[src/rtl/rv32imf_instr_obi_interface_if.sv]
// Fetch-side and OBI-side signals of the instruction bus adapter.
// The master modport is the adapter's view; slave is the surrounding system.
interface rv32imf_instr_obi_interface_if;
  logic        trans_valid_i;
  logic        trans_ready_o;
  logic [31:0] trans_addr_i;
  logic        resp_valid_o;
  logic [31:0] resp_rdata_o;
  logic        resp_err_o;
  logic        obi_req_o;
  logic        obi_gnt_i;
  logic [31:0] obi_addr_o;
  logic        obi_rvalid_i;
  logic [31:0] obi_rdata_i;
  logic        obi_err_i;

  modport master (
    input  trans_valid_i, trans_addr_i,
    output trans_ready_o,
    output resp_valid_o, resp_rdata_o, resp_err_o,
    output obi_req_o, obi_addr_o,
    input  obi_gnt_i, obi_rvalid_i, obi_rdata_i, obi_err_i
  );

  modport slave (
    output trans_valid_i, trans_addr_i,
    input  trans_ready_o,
    input  resp_valid_o, resp_rdata_o, resp_err_o,
    input  obi_req_o, obi_addr_o,
    output obi_gnt_i, obi_rvalid_i, obi_rdata_i, obi_err_i
  );
endinterface

[src/rtl/rv32imf_instr_obi_interface.sv]
// Instruction-side OBI adapter: issues fetches as OBI reads, holds stalled
// requests stable, bounds outstanding reads and flags unsolicited responses.
module rv32imf_instr_obi_interface #(
  parameter bit          TRANS_STABLE    = 1'b0,
  parameter int unsigned MAX_OUTSTANDING = 2,
  localparam int unsigned CNT_W          = $clog2(MAX_OUTSTANDING + 1)
) (
  input  logic                            clk,
  input  logic                            rst,
  rv32imf_instr_obi_interface_if.master   bus,
  output logic                            proto_err_o
);

  typedef enum logic {
    ST_TRANSPARENT,
    ST_REGISTERED
  } state_e;

  localparam logic [CNT_W-1:0] MAX_CNT = CNT_W'(MAX_OUTSTANDING);

  state_e           state_q, state_d;
  logic [31:0]      addr_q, addr_d;
  logic [CNT_W-1:0] outst_q, outst_d;
  logic             proto_err_q, proto_err_d;

  logic        room;
  logic [31:0] addr_aligned;
  logic        req;
  logic [31:0] req_addr;
  logic        ready;
  logic        inc, dec;

  assign room         = (outst_q < MAX_CNT);
  assign addr_aligned = bus.trans_addr_i & ~32'h0000_0003;

  always_comb begin
    state_d = state_q;
    addr_d  = addr_q;
    req     = 1'b0;
    req_addr = addr_aligned;
    ready   = 1'b0;

    if (TRANS_STABLE) begin
      req      = bus.trans_valid_i && room;
      req_addr = addr_aligned;
      ready    = bus.obi_gnt_i && room;
      state_d  = ST_TRANSPARENT;
    end else begin
      unique case (state_q)
        ST_TRANSPARENT: begin
          req      = bus.trans_valid_i && room;
          req_addr = addr_aligned;
          ready    = room;
          if (req && !bus.obi_gnt_i) begin
            addr_d  = addr_aligned;
            state_d = ST_REGISTERED;
          end
        end
        ST_REGISTERED: begin
          // OBI forbids retracting a request, so hold it regardless of upstream and room.
          req      = 1'b1;
          req_addr = addr_q;
          ready    = 1'b0;
          if (bus.obi_gnt_i) begin
            state_d = ST_TRANSPARENT;
          end
        end
        default: begin
          state_d = ST_TRANSPARENT;
        end
      endcase
    end
  end

  // An rvalid with nothing outstanding is a protocol error and must not underflow.
  always_comb begin
    inc         = req && bus.obi_gnt_i;
    dec         = bus.obi_rvalid_i && (outst_q != '0);
    outst_d     = outst_q;
    proto_err_d = proto_err_q | (bus.obi_rvalid_i && (outst_q == '0));
    unique case ({inc, dec})
      2'b10:   outst_d = outst_q + 1'b1;
      2'b01:   outst_d = outst_q - 1'b1;
      default: outst_d = outst_q;
    endcase
  end

  always_ff @(posedge clk or posedge rst) begin
    if (rst) begin
      state_q     <= ST_TRANSPARENT;
      addr_q      <= '0;
      outst_q     <= '0;
      proto_err_q <= 1'b0;
    end else begin
      state_q     <= state_d;
      addr_q      <= addr_d;
      outst_q     <= outst_d;
      proto_err_q <= proto_err_d;
    end
  end

  assign bus.obi_req_o     = req;
  assign bus.obi_addr_o    = req_addr;
  assign bus.trans_ready_o = ready;

  assign bus.resp_valid_o  = bus.obi_rvalid_i;
  assign bus.resp_rdata_o  = bus.obi_rdata_i;
  assign bus.resp_err_o    = bus.obi_err_i;

  assign proto_err_o = proto_err_q;

endmodule
[src/flat_wrapper.sv]
// flat-port wrapper written by rule: the top's interface ports become plain ports
module rv32imf_instr_obi_interface_flat 
#(
  parameter bit          TRANS_STABLE    = 1'b0,
  parameter int unsigned MAX_OUTSTANDING = 2,
  localparam int unsigned CNT_W          = $clog2(MAX_OUTSTANDING + 1)
)
  (clk, rst, proto_err_o, bus_trans_valid_i, bus_trans_addr_i, bus_trans_ready_o, bus_resp_valid_o, bus_resp_rdata_o, bus_resp_err_o, bus_obi_req_o, bus_obi_addr_o, bus_obi_gnt_i, bus_obi_rvalid_i, bus_obi_rdata_i, bus_obi_err_i);
  rv32imf_instr_obi_interface_if bus_i ();
  input  logic clk;
  input  logic rst;
  output logic proto_err_o;
  input wire logic [$bits(bus_i.trans_valid_i)-1:0] bus_trans_valid_i;
  input wire logic [$bits(bus_i.trans_addr_i)-1:0] bus_trans_addr_i;
  output wire logic [$bits(bus_i.trans_ready_o)-1:0] bus_trans_ready_o;
  output wire logic [$bits(bus_i.resp_valid_o)-1:0] bus_resp_valid_o;
  output wire logic [$bits(bus_i.resp_rdata_o)-1:0] bus_resp_rdata_o;
  output wire logic [$bits(bus_i.resp_err_o)-1:0] bus_resp_err_o;
  output wire logic [$bits(bus_i.obi_req_o)-1:0] bus_obi_req_o;
  output wire logic [$bits(bus_i.obi_addr_o)-1:0] bus_obi_addr_o;
  input wire logic [$bits(bus_i.obi_gnt_i)-1:0] bus_obi_gnt_i;
  input wire logic [$bits(bus_i.obi_rvalid_i)-1:0] bus_obi_rvalid_i;
  input wire logic [$bits(bus_i.obi_rdata_i)-1:0] bus_obi_rdata_i;
  input wire logic [$bits(bus_i.obi_err_i)-1:0] bus_obi_err_i;
  assign bus_i.trans_valid_i = bus_trans_valid_i;
  assign bus_i.trans_addr_i = bus_trans_addr_i;
  assign bus_trans_ready_o = bus_i.trans_ready_o;
  assign bus_resp_valid_o = bus_i.resp_valid_o;
  assign bus_resp_rdata_o = bus_i.resp_rdata_o;
  assign bus_resp_err_o = bus_i.resp_err_o;
  assign bus_obi_req_o = bus_i.obi_req_o;
  assign bus_obi_addr_o = bus_i.obi_addr_o;
  assign bus_i.obi_gnt_i = bus_obi_gnt_i;
  assign bus_i.obi_rvalid_i = bus_obi_rvalid_i;
  assign bus_i.obi_rdata_i = bus_obi_rdata_i;
  assign bus_i.obi_err_i = bus_obi_err_i;
  rv32imf_instr_obi_interface #(.TRANS_STABLE(TRANS_STABLE), .MAX_OUTSTANDING(MAX_OUTSTANDING)) u_core (.clk(clk), .rst(rst), .bus(bus_i), .proto_err_o(proto_err_o));
endmodule
[config.mk]
export PLATFORM = sky130hd
export DESIGN_NAME = rv32imf_instr_obi_interface_flat
export DESIGN_NICKNAME = d
export VERILOG_FILES = /design/src/rtl/rv32imf_instr_obi_interface_if.sv /design/src/rtl/rv32imf_instr_obi_interface.sv /design/src/flat_wrapper.sv
export SDC_FILE = /design/constraint.sdc
export NUM_CORES = 1
export LEC_CHECK = 0
export CAP_MARGIN = 40
export CORE_ASPECT_RATIO = 0.7
export CORE_MARGIN = 3
export CORE_UTILIZATION = 35
export DETAILED_ROUTE_END_ITERATION = 16
export HOLD_SLACK_MARGIN = 0.02
export PLACE_DENSITY = 0.82
export SETUP_SLACK_MARGIN = 0.4
export SYNTH_ARGS = -nofsm -noshare
export SYNTH_HDL_FRONTEND = slang
export SYNTH_SLANG_ARGS = --single-unit
[constraint.sdc]
create_clock -name clk -period 2.7 [get_ports clk]
set_input_delay 0.54 -clock clk [delete_from_list [all_inputs] [get_ports clk]]
set_output_delay 0.54 -clock clk [all_outputs]
set_load 0.01 [all_outputs]
==> flow_metrics.env, run 1 <==
export IMPL_cap_viol_max_count=0
export IMPL_post_cts_buffers=0
export IMPL_cts_hold_buf=0
export IMPL_r2r_end="u_core.addr_q[28]"
export IMPL_coreArea_um2=5780
export IMPL_cts_buffers=5
export IMPL_p_total_uw=2340
export IMPL_globalRouteTotalUtil=0.112
export IMPL_grt_pass1_vias=1265
export IMPL_fin_setup_tns_ns=0
export IMPL_clkTransAtPathRegs_ns=0.06
export IMPL_required_ns=2.16
export IMPL_cts_tree="yes"
export IMPL_grt_max_degree=35
export IMPL_routabilityCongestion=0.661
export IMPL_antenna_found_initial=0
export IMPL_dieHeight_um=71.0
export IMPL_grt_setup_unrepaired="true"
export IMPL_ys_seq_area_frac=0.402
export IMPL_p_per_area_nw_per_um2=876
export IMPL_yosysUniqueCellTypes=19
export IMPL_whs_path_depth=1
export IMPL_hold_path_end="u_core.proto_err_o"
export IMPL_peakVddDrop_v=0.000292
export IMPL_crit_type="input pin to output port"
export IMPL_firstDrtPassIters=3
export IMPL_start_util=0.366
export IMPL_diodes=0
export IMPL_timing_final_ws_setup_ns=0.441
export IMPL_io_pins=139
export IMPL_maxSlewViolCount=0
export IMPL_syn_avg_cell_area_um2=13.8
export IMPL_nNetsFinal=262
export IMPL_clock_skew_ns=0.00240
export IMPL_hold_class="register to register"
export IMPL_areaGrowthSynthToFinish_pct=26.3
export IMPL_drive_above_1_share=0.384
export IMPL_grt_pass1_wl_um=6290
export IMPL_clk_latency_ns=0.27
export IMPL_run_status="complete, no violations"
export IMPL_regToRegSetupSlack_ns=1.15
export IMPL_root_buffer="clkbuf_8"
export IMPL_syn_area_um2=2110
export IMPL_setup_viol=0
export IMPL_grt_ovfl_total=0
export IMPL_io_buffers=68
export IMPL_timing_hold_ws_ns=0.474
export IMPL_cp_end_kind="output port"
export IMPL_setup_worst_path_start_class="input pin"
export IMPL_ys_ff_latch=34
export IMPL_cts_sinks=34
export IMPL_wl_per_cell_um=14.0
export IMPL_yosys_warnings=0
export IMPL_fmax_ghz=0.443
export IMPL_drc=0
export IMPL_cp_arrival_ns=1.72
export IMPL_post_dp_hpwl_um=2650
export IMPL_period_share=0.837
export IMPL_dr_total_vias=1167
export IMPL_p_leak_uw=0.00113
export IMPL_first_iter_violations=14
export IMPL_cts_max_path_buffers=2
export IMPL_syn_inst=153
export IMPL_min_period_ns=2.26
export IMPL_num_rows=23
export IMPL_reg2reg_from="u_core.state_q"
export IMPL_rr_worst_depth=4
export IMPL_routed_wl_um=3700
export IMPL_viasPerCell=4.40
export IMPL_path_max_fanout=2
export IMPL_ant_nets=0
export IMPL_finalHoldViolCount=0
export IMPL_dieWidth_um=98.9
export IMPL_fp_dieArea_um2=7020
export IMPL_hold_path_startpoint="u_core.proto_err_o"
export IMPL_place_ws_ns=0.327
export IMPL_htree_levels=2
-- routing by layer --
metal  GRT usage  vias to the layer above  wire length (um)  part of all wire
met2       0.158                       48              1640              0.44
met3      0.0483                        4               309             0.084
li1            -                      556                 -                 -
met5           0                        -                 0                 0
met1       0.159                      559              1740              0.47
met4      0.0258                        0                14            0.0038
-- cells in the mapped netlist, drive strengths merged --
master | n | area share
a21o | 1 | 0.0036
nand2b | 1 | 0.0065
dfrtp | 34 | 0.40
nor2b | 2 | 0.0059
inv | 1 | 0.0018
conb | 1 | 0.0018
nand2 | 1 | 0.0018
buf | 43 | 0.17
xor2 | 1 | 0.0041
xnor2 | 2 | 0.0083
ha | 1 | 0.0059
nor2 | 3 | 0.0053
nor3 | 1 | 0.0077
mux2 | 60 | 0.37
or2b | 1 | 0.0036
-- timing repair --
action | 4_1_cts | 5_1_grt
pin swaps | 0 | 0
resized for setup | 3 | 2
endpoints found under the setup margin | 22 | 21
-- flip-flops by register name, indices dropped and copies added, names as in the netlist --
| register | cells |
|---|---|
| u_core.outst_q | 2 |
| u_core.proto_err_o | 1 |
| u_core.state_q | 1 |
| u_core.addr_q | 30 |
-- cells in the final DEF, fill, tap and decap left out --
cell type        instances
nor2b_1                  2
nor3_4                   1
or2b_1                   1
dlygate4sd2_1            1
dlymetal6s2s_1           1
xnor2_1                  2
nor2_1                   3
ha_1                     1
mux2_4                  30
dfrtp_1                 34
buf_4                    4
nand2b_4                 1
buf_12                   1
mux2_2                  30
clkdlybuf4s50_1         66
inv_1                    1
xor2_1                   1
nand2_1                  1
conb_1                   2
a21o_1                   1
clkbuf_8                 6
-- critical path: stages --
cell and delay [ns]:
clkdlybuf4s50_1 0.43, mux2_2 0.27, clkdlybuf4s50_1 0.48
-- cells by family after synthesis --
kind of cell | Yosys count | synth area share
muxes | 60 | 0.373
other | 1 | 0.00177
DFF | 34 | 0.402
AOI/OAI and AO/OA | 1 | 0.00355
and+or+nand+nor | 9 | 0.0308
adders and majority gates | 1 | 0.00592
xor gates and xnor gates | 3 | 0.0124
buffers and inverters | 44 | 0.170
-- power by group --
group,switching [uW],internal (uW),total [uW]
Clock,158,196,354
Sequential,137,760,897
Combinational,336,750,1090
-- worst max path at each step --
stage	startpoint	end	slack, ns	cells past startpoint
2_1_floorplan	u_core.state_q	bus_obi_addr_o[10]	1.15	3
3_3_place_gp	bus_trans_valid_i	bus_obi_req_o	0.33	4
3_5_place_dp	bus_trans_valid_i	bus_obi_req_o	0.33	4
4_1_cts	u_core.state_q	bus_obi_addr_o[14]	0.40	3
5_1_grt	u_core.state_q	bus_obi_addr_o[25]	0.39	3
6_report	bus_trans_addr_i[14]	bus_obi_addr_o[14]	0.44	3
-- metrics by stage --
step / instances / util / instance area (um2)
after floorplan: 154 / - / 2120
after global placement: 259 / 0.445 / 2570
after detailed placement: 259 / 0.445 / 2570
after CTS: 265 / 0.460 / 2660
after global routing: 265 / 0.462 / 2670
final: 265 / 0.462 / 2670
-- final cells by class --
cell class | instances | area [um2]
inverter | 1 | 3.75
fill | 516 | 3110
tap | 75 | 93.8
sequential | 34 | 851
multi-input combinational | 76 | 907
clock buffer | 6 | 82.6
timing repair buffer | 73 | 732
Power figures use the tool's default switching activity.
==> run 2, diff against run 1 <==
- clock period: 2.7 -> 2.15 ns (I/O delays scaled with it)
==> run 2 against run 1 <==
Compared with the run above: global-route usage increased by 1.6 points; combinational power increased by 46%; final cell count rose by 6.8%; core utilization grew 4.6 points; power up 37%; highest routed layer unchanged; first-iteration DRC count up 50%; register-to-register slack got worse by 0.69 ns; worst setup slack got worse by 0.14 ns; clock power rose by 35%.
==> flow_metrics.env, run 2 (same netlist as run 1, synthesis figures left out) <==
export IMPL_setup_worst_path_start_class="register"
export IMPL_final_cell_mix="39 x mux2_4, 34 x clkdlybuf4s50_1, 33 x dfrtp_1"
export IMPL_htree_levels=2
export IMPL_maxSlewViolCount=0
export IMPL_top_regs="u_core.addr_q x30, u_core.outst_q x2"
export IMPL_cp_arrival_ns=1.42
export IMPL_finalHoldViolCount=0
export IMPL_dr_total_vias=1254
export IMPL_reg2reg_from="u_core.state_q"
export IMPL_p_leak_uw=0.00134
export IMPL_dieWidth_um=98.9
export IMPL_first_iter_violations=21
export IMPL_p_per_area_nw_per_um2=1090
export IMPL_grt_setup_unrepaired="true"
export IMPL_start_util=0.366
export IMPL_final_common_cell="mux2_4"
export IMPL_cap_viol_max_count=0
export IMPL_clock_skew_ns=0.00364
export IMPL_nNetsFinal=278
export IMPL_cts_tree="yes"
export IMPL_diodes=0
export IMPL_rr_worst_depth=7
export IMPL_num_rows=23
export IMPL_cp_end_kind="output port"
export IMPL_cts_max_path_buffers=2
export IMPL_peakVddDrop_v=0.000420
export IMPL_top_register="u_core.addr_q"
export IMPL_grt_pass1_wl_um=7140
export IMPL_root_buffer="clkbuf_8"
export IMPL_fp_dieArea_um2=7020
export IMPL_antenna_found_initial=0
export IMPL_hold_path_startpoint="u_core.proto_err_o"
export IMPL_io_buffers=68
export IMPL_hold_class="register to register"
export IMPL_critPathLaunch="u_core.state_q"
export IMPL_drive_above_1_share=0.601
export IMPL_grt_max_degree=35
export IMPL_endpoint="bus_obi_addr_o[22]"
export IMPL_routabilityCongestion=0.677
export IMPL_wl_per_cell_um=15.3
export IMPL_grt_pass1_vias=1391
export IMPL_drc=0
export IMPL_crit_type="register to output port"
export IMPL_cts_hold_buf=0
export IMPL_p_total_uw=3210
export IMPL_areaGrowthSynthToFinish_pct=38.9
export IMPL_run_status="complete, no violations"
export IMPL_largest_reg_flops=30
export IMPL_place_ws_ns=0.0214
export IMPL_globalRouteTotalUtil=0.128
export IMPL_io_pins=139
export IMPL_dieHeight_um=71.0
export IMPL_setup_viol=0
export IMPL_routed_wl_um=4320
export IMPL_clkTransAtPathRegs_ns=0.07
export IMPL_required_ns=1.72
export IMPL_firstDrtPassIters=2
export IMPL_path_max_fanout=5
export IMPL_cts_buffers=5
export IMPL_fmax_ghz=0.541
export IMPL_min_period_ns=1.85
export IMPL_regToRegSetupSlack_ns=0.46
export IMPL_viasPerCell=4.43
export IMPL_post_dp_hpwl_um=2790
export IMPL_fin_setup_tns_ns=0
export IMPL_ant_nets=0
export IMPL_n_fill_cell=514
export IMPL_timing_final_ws_setup_ns=0.300
export IMPL_final_cells=283
export IMPL_cts_sinks=34
export IMPL_place_inst=262
export IMPL_clk_latency_ns=0.27
export IMPL_period_share=0.860
export IMPL_coreArea_um2=5780
export IMPL_grt_ovfl_total=0
export IMPL_timing_hold_ws_ns=0.475
export IMPL_r2r_end="u_core.addr_q[20]"
[run 2: final cells by class]
class / instances / area, um2 / share of cell area
tap: 75 / 93.8 / 0.0319
multi-input combinational: 76 / 956 / 0.325
clock buffer: 7 / 86.3 / 0.0294
sequential: 34 / 852 / 0.290
inverter: 1 / 3.75 / 0.00128
timing repair buffer: 89 / 941 / 0.320
clock inverter: 1 / 5.00 / 0.00170
[run 2: power breakdown]
part           internal (uW)  switching (uW)
logic                   1090             501
clock network            258             219
registers                955             183
total                   2300             903
[run 2: worst min-delay path by stage]
| stage | end | slack (ns) | cells past startpoint |
|---|---|---|---|
| 6_report | u_core.proto_err_o | 0.48 | 1 |
| 5_1_grt | u_core.proto_err_o | 0.51 | 1 |
| 4_1_cts | u_core.proto_err_o | 0.48 | 1 |
| 3_5_place_dp | u_core.proto_err_o | 0.46 | 1 |
| 3_3_place_gp | u_core.proto_err_o | 0.46 | 1 |
| 2_1_floorplan | u_core.addr_q[10] | 0.48 | 1 |
[run 2: worst max-delay path: stages (launching register included)]
cell     delay (ns)
dfrtp_2        0.45
buf_6          0.15
buf_8          0.13
mux2_4         0.30
buf_6          0.12
[run 2: what timing repair did]
| item | CTS | global route |
|---|---|---|
| pin swaps | 0 | 2 |
| cloned | 3 | 2 |
| setup buffers | 6 | 2 |
| gates resized for setup | 163 | 11 |
| setup endpoints to repair | 33 | 63 |
[run 2: layer usage]
layer | vias up | part of all wire | GRT usage
met5 | - | 0 | 0
li1 | 591 | - | -
met1 | 610 | 0.46 | 0.177
met3 | 4 | 0.076 | 0.0493
met2 | 49 | 0.46 | 0.188
met4 | 0 | 0.0028 | 0.0303
[run 2: metrics by stage]
stage | utilization | instance area [um2]
floorplan | - | 2120
global placement | 0.453 | 2620
detailed placement | 0.453 | 2620
CTS | 0.490 | 2830
global route | 0.508 | 2940
finish | 0.508 | 2940
